[src/rtl/io_bus_pkg.sv]
// Shared definitions for the CPU I/O bus controller: FSM encoding, idle data byte, counter widths.
// The INTA state exists only when IO_BUS_INTACK_EN is defined.
package io_bus_pkg;

    localparam int WAIT_CNT_W = 3;
    localparam int TO_CNT_W   = 8;

    localparam logic [7:0] DATA_IDLE = 8'hFF;

    typedef enum logic [2:0] {
        IDLE   = 3'd0,
        WAIT   = 3'd1,
        ACCESS = 3'd2,
        RDWAIT = 3'd3,
`ifdef IO_BUS_INTACK_EN
        HOLD   = 3'd4,
        INTA   = 3'd5
`else
        HOLD   = 3'd4
`endif
    } state_e;

endpackage

[src/rtl/io_bus_ctl.sv]
// CPU-side I/O bus controller: wait-state insertion, one-shot peripheral strobes, read timeout.
// Define IO_BUS_INTACK_EN to add interrupt-acknowledge handling (INTA state, pending flag, inta pulse).
module io_bus_ctl
    import io_bus_pkg::*;
#(
    parameter int         WAIT_STATES = 1,
    parameter int         RD_TIMEOUT  = 255,
    parameter logic [7:0] INT_VECTOR  = 8'hFF
) (
    input  logic       clk,
    input  logic       reset,
    input  logic       iorq_n,
    input  logic       rd_n,
    input  logic       wr_n,
    input  logic       m1_n,
    input  logic [7:0] addr,
    input  logic [7:0] DO,
    output logic [7:0] DI,
    output logic       wait_n,
    output logic [7:0] io_addr,
    output logic [7:0] io_wdata,
    output logic       io_wr,
    output logic       io_rd,
    input  logic [7:0] io_rdata,
    input  logic       io_rvalid,
    input  logic       int_req,
    output logic       int_n,
    output logic       inta,
    output logic       rd_err
);

    localparam logic [WAIT_CNT_W-1:0] WAIT_LAST = WAIT_CNT_W'(WAIT_STATES - 1);
    localparam logic [TO_CNT_W-1:0]   TO_LAST   = TO_CNT_W'(RD_TIMEOUT - 1);

    state_e                state_q, state_d;
    logic [WAIT_CNT_W-1:0] wait_cnt_q, wait_cnt_d;
    logic [TO_CNT_W-1:0]   to_cnt_q, to_cnt_d;
    logic                  is_wr_q, is_wr_d;
    logic [7:0]            io_addr_q, io_addr_d;
    logic [7:0]            io_wdata_q, io_wdata_d;
    logic [7:0]            rdata_q, rdata_d;
    logic                  rd_err_q, rd_err_d;
    logic                  cpu_io;
    logic                  in_inta;

    assign cpu_io = !iorq_n && m1_n && (!wr_n || !rd_n);

`ifdef IO_BUS_INTACK_EN
    logic int_ack;
    logic pend_q, pend_d;
    logic inta_q, inta_d;

    assign int_ack = !iorq_n && !m1_n;
    assign in_inta = (state_q == INTA);

    // A request arriving alongside the acknowledge pulse must survive the clear.
    always_comb begin
        pend_d = int_req | (pend_q & ~inta_q);
        inta_d = (state_q == IDLE) && int_ack;
    end

    always_ff @(posedge clk or posedge reset) begin
        if (reset) begin
            pend_q <= 1'b0;
            inta_q <= 1'b0;
        end else begin
            pend_q <= pend_d;
            inta_q <= inta_d;
        end
    end

    assign int_n = ~pend_q;
    assign inta  = inta_q;
`else
    logic int_n_q;

    assign in_inta = 1'b0;

    always_ff @(posedge clk or posedge reset) begin
        if (reset) int_n_q <= 1'b1;
        else       int_n_q <= ~int_req;
    end

    assign int_n = int_n_q;
    assign inta  = 1'b0;
`endif

    // Next-state process.
    always_comb begin
        // NOTE: every always_comb output gets a default first so no path can infer a latch.
        state_d    = state_q;
        wait_cnt_d = wait_cnt_q;
        to_cnt_d   = to_cnt_q;
        is_wr_d    = is_wr_q;
        io_addr_d  = io_addr_q;
        io_wdata_d = io_wdata_q;
        rdata_d    = rdata_q;
        rd_err_d   = rd_err_q;
        unique case (state_q)
            IDLE: begin
                wait_cnt_d = '0;
                to_cnt_d   = '0;
                if (cpu_io) begin
                    io_addr_d = addr;
                    is_wr_d   = !wr_n;
                    if (!wr_n) io_wdata_d = DO;
                    state_d = (WAIT_STATES == 0) ? ACCESS : WAIT;
                end
`ifdef IO_BUS_INTACK_EN
                else if (int_ack) begin
                    state_d = INTA;
                end
`endif
            end
            WAIT: begin
                if (iorq_n)                       state_d = IDLE;
                else if (wait_cnt_q == WAIT_LAST) state_d = ACCESS;
                else                              wait_cnt_d = wait_cnt_q + 1'b1;
            end
            ACCESS: begin
                if (is_wr_q) begin
                    state_d = HOLD;
                end else if (io_rvalid) begin
                    rdata_d = io_rdata;
                    state_d = HOLD;
                end else begin
                    state_d = RDWAIT;
                end
            end
            RDWAIT: begin
                if (io_rvalid) begin
                    rdata_d = io_rdata;
                    state_d = HOLD;
                end else if (to_cnt_q == TO_LAST) begin
                    rdata_d  = DATA_IDLE;
                    rd_err_d = 1'b1;
                    state_d  = HOLD;
                end else begin
                    to_cnt_d = to_cnt_q + 1'b1;
                end
            end
            HOLD: begin
                if (iorq_n) state_d = IDLE;
            end
`ifdef IO_BUS_INTACK_EN
            INTA: begin
                if (iorq_n) state_d = IDLE;
            end
`endif
            default: state_d = IDLE;
        endcase
    end

    always_ff @(posedge clk or posedge reset) begin
        if (reset) begin
            state_q    <= IDLE;
            wait_cnt_q <= '0;
            to_cnt_q   <= '0;
            is_wr_q    <= 1'b0;
            io_addr_q  <= '0;
            io_wdata_q <= '0;
            rdata_q    <= DATA_IDLE;
            rd_err_q   <= 1'b0;
        end else begin
            // NOTE: non-blocking updates keep every flop sampling pre-edge values.
            state_q    <= state_d;
            wait_cnt_q <= wait_cnt_d;
            to_cnt_q   <= to_cnt_d;
            is_wr_q    <= is_wr_d;
            io_addr_q  <= io_addr_d;
            io_wdata_q <= io_wdata_d;
            rdata_q    <= rdata_d;
            rd_err_q   <= rd_err_d;
        end
    end

    // Outputs decode from state only, so reset clears strobes and wait_n asynchronously.
    always_comb begin
        wait_n = 1'b1;
        io_wr  = 1'b0;
        io_rd  = 1'b0;
        DI     = DATA_IDLE;
        unique case (state_q)
            WAIT:   wait_n = 1'b0;
            ACCESS: begin
                wait_n = 1'b0;
                io_wr  = is_wr_q;
                io_rd  = !is_wr_q;
            end
            RDWAIT: wait_n = 1'b0;
            HOLD:   if (!is_wr_q) DI = rdata_q;
            default: ;
        endcase
        if (in_inta) DI = INT_VECTOR;
    end

    assign io_addr  = io_addr_q;
    assign io_wdata = io_wdata_q;
    assign rd_err   = rd_err_q;

endmodule

[config.mk]
export PLATFORM = sky130hd
export DESIGN_NAME = io_bus_ctl
export DESIGN_NICKNAME = d
export VERILOG_FILES = /design/src/rtl/io_bus_pkg.sv /design/src/rtl/io_bus_ctl.sv
export SDC_FILE = /design/constraint.sdc
export NUM_CORES = 1
export LEC_CHECK = 0
export CORE_AREA = 2 2 72 74
export DETAILED_ROUTE_END_ITERATION = 10
export DIE_AREA = 0 0 74 76
export PLACE_DENSITY = 0.82
export SLEW_MARGIN = 15
export SYNTH_ARGS = -nofsm -noshare
export SYNTH_HDL_FRONTEND = slang
export SYNTH_SLANG_ARGS = --single-unit
export TNS_END_PERCENT = 10
[constraint.sdc]
create_clock -name clk -period 1.95 [get_ports clk]
set_input_delay 0.39 -clock clk [delete_from_list [all_inputs] [get_ports clk]]
set_output_delay 0.39 -clock clk [all_outputs]
set_load 0.02 [all_outputs]
==> results.json <==
{
  "power_density_nw_per_um2": 1257,
  "clk_latency_ps": 300,
  "maxCapViolCount": 0,
  "grt-ovfl-total": 0,
  "fin_ws_ps": 61.86,
  "hpwl_um": 3320,
  "antenna_left": 0,
  "slew_headroom_pct": 62.78,
  "netlist_area_um2": 1963,
  "avgSynthCellArea_um2": 11.90,
  "cts_tree": "yes",
  "syn_nets": 201,
  "yosys.area_share.simple_pct": 15.55,
  "reg2reg_setup_slack_ps": 110,
  "drive_above_1_share_pct": 27.16,
  "initial_utilization_pct": 39.96,
  "hold_class": "in -> async",
  "nNetsFinal": 278,
  "post-route-min-period_ps": 1888,
  "synth_compound_area_share_pct": 13.70,
  "synth_adder_area_share_pct": 2.549,
  "grt_max_degree": 42,
  "skew_ps": 7.476,
  "max_freq_mhz": 529.6,
  "wl_per_cell_um": 14.41,
  "synthMuxAreaShare_pct": 10.71,
  "ys.flop_type": "dfrtp_1",
  "setup-violations-final": 0,
  "ys_types": 46,
  "hold_violations": 0,
  "cp-start-kind": "flip-flop",
  "cp-end-kind": "primary output",
  "cts_sinks": 41,
  "synthXorXnorAreaFrac_pct": 0.4461,
  "gp_congestion": 0.8505,
  "grt_pass1_wl_um": 7645,
  "core_um2": 4912,
  "critPathArrivalTime_ps": 1500,
  "insertedDiodeCount": 0,
  "firstDrtPassIters": 4,
  "port_buffers": 60,
  "worst_pin_slew_ps": 552.4,
  "rsz0062_at_grt": "no",
  "routed_wl_um": 4510,
  "die-area_um2": 5624,
  "p_leak_nw": 1.186,
  "fin_cells": 313,
  "dp.cells": 305,
  "async_flop_share_pct": 100.0,
  "area_growth_syn_to_layout_pct": 42.57,
  "htreeDepth": 2,
  "placementRows": 26,
  "via_per_inst": 5.058,
  "clockRootBuffer": "clkbuf_8",
  "slowest_delay_ps": 450,
  "vias": 1583,
  "yosys_warnings": 0,
  "netlist_instances": 165,
  "cts.path.max_buffers": 2,
  "required_ps": 1560,
  "ctsHoldBuffers": 0,
  "outcome": "finished clean",
  "final_common_cell": "clkdlybuf4s50_1",
  "clk_pin_slew_ps": 80,
  "synth_edf_count": 0,
  "finalCritPeriodShare_pct": 96.83,
  "die_h_um": 76,
  "io_pins": 62,
  "numCtsBuffers": 5,
  "p_total_mw": 3.517,
  "grt_pass1_vias": 1640,
  "drt-initial-drc-count": 127,
  "grtUsageTotal_pct": 17.42,
  "drc": 0,
  "crit_chain": "buf_4, or2_2, clkdlybuf4s15_1",
  "ys_seq_area_share_pct": 52.84,
  "finalMaxSlewViolations": 0,
  "crit_type": "reg -> out",
  "dp_slack_ps": -22.38,
  "antenna_found_initial": 0,
  "synth_top_family_by_area": "simple AND/OR/NAND/NOR gates",
  "tns_ps": 0,
  "crit_fanout": 6,
  "chipWidth_um": 74,
  "ys_seq_elements": 41,
  "layout_common_cells": "clkdlybuf4s50_1 (49), dfrtp_1 (31), buf_4 (14)",
  "vdd_drop_max_mv": 0.8214,
  "cp_slowest_cell": "dfrtp_2"
}
## repair_timing
item,in CTS,in global routing
resized for setup,35,11
setup buffers,0,0
setup endpoints to repair,11,13
gates cloned,0,0
pin swaps,0,0
## path summary, 6_finish.rpt
check | startpoint | to | depth (start not counted)
max in group asynchronous | reset | rdata_q[1] | 3
min | reset | io_addr[5] | 3
max reg2reg | state_q[1] | io_addr[3] | 4
max | state_q[2] | wait_n | 3
min in group clk | rd_err | rd_err | 2
min reg2reg | rd_err | rd_err | 2
## cell type report
class	count	area [um2]
Inverter	8	30.03
Fill cell	422	2113
Sequential cell	41	1039
Multi-Input combinational cell	110	853.3
Timing Repair Buffer	76	695.7
Clock inverter	1	7.507
Clock buffer	7	86.33
Tap cell	70	87.58
## flip-flops by register name, indices dropped and copies added, names as in the netlist
register / cells
int_n: 1
io_addr: 8
io_wdata: 8
is_wr_q: 1
rd_err: 1
rdata_q: 8
state_q: 3
to_cnt_q: 8
wait_cnt_q: 3
## critical path: cells and delay by family (launching register included)
family / cells / cell delay [ps]
buffers and inverters: 2 / 460
flip-flops: 1 / 450
AND/OR/NAND/NOR: 1 / 290
## per-stage QoR
stage,hold WS (ps),util (%),area [um2]
detailed placement,457.9,55.93,2748
CTS,464.0,57.31,2815
finish,459.6,56.98,2799
global placement,455.0,55.93,2748
global route,480.1,56.98,2799
floorplan,416.2,-,1963
## report_power, final
part           total [mW]  leakage [nW]  internal (mW)  switching (mW)
clock network       0.584        0.0445          0.288           0.297
logic                1.56         0.644          0.843           0.720
registers            1.37         0.498           1.18           0.190
total                3.52          1.19           2.31            1.21
## routing by layer
metal	wire, um	vias up	GRT usage (%)	part of all wire, %
met4	37	0	3.818	0.82
met2	2219	55	27.59	49
met1	1928	769	22.72	43
li1	-	754	-	-
met3	325	5	6.481	7.2
met5	0	-	0	0
## synthesized netlist by cell type (all sizes together) (2+ instances only)
cell | number | area [um2]
ha | 4 | 50.05
o31ai | 2 | 15.01
o211ai | 2 | 15.01
buf | 4 | 41.29
nor3 | 4 | 31.28
nand2b | 4 | 25.02
dfstp | 9 | 236.5
a31oi | 3 | 18.77
nor2 | 5 | 18.77
or3 | 9 | 61.31
clkbuf | 2 | 7.510
o22a | 8 | 70.07
mux2 | 16 | 210.2
and2 | 2 | 12.51
o21ai | 7 | 35.03
nand2 | 9 | 33.78
inv | 8 | 30.03
a211o | 2 | 17.52
dfrtp | 32 | 800.8
nand3 | 11 | 55.05
o21a | 2 | 15.01
## kinds of logic after synthesis
| group | Yosys count |
|---|---|
| adders and majority gates | 4 |
| xor gates and xnor gates | 1 |
| buffers and inverters | 14 |
| muxes | 16 |
| DFF | 41 |
| AOI/OAI and AO/OA | 36 |
| other | 1 |
| and+or+nand+nor | 52 |
Note: power is estimated with default switching activity, not from simulation.
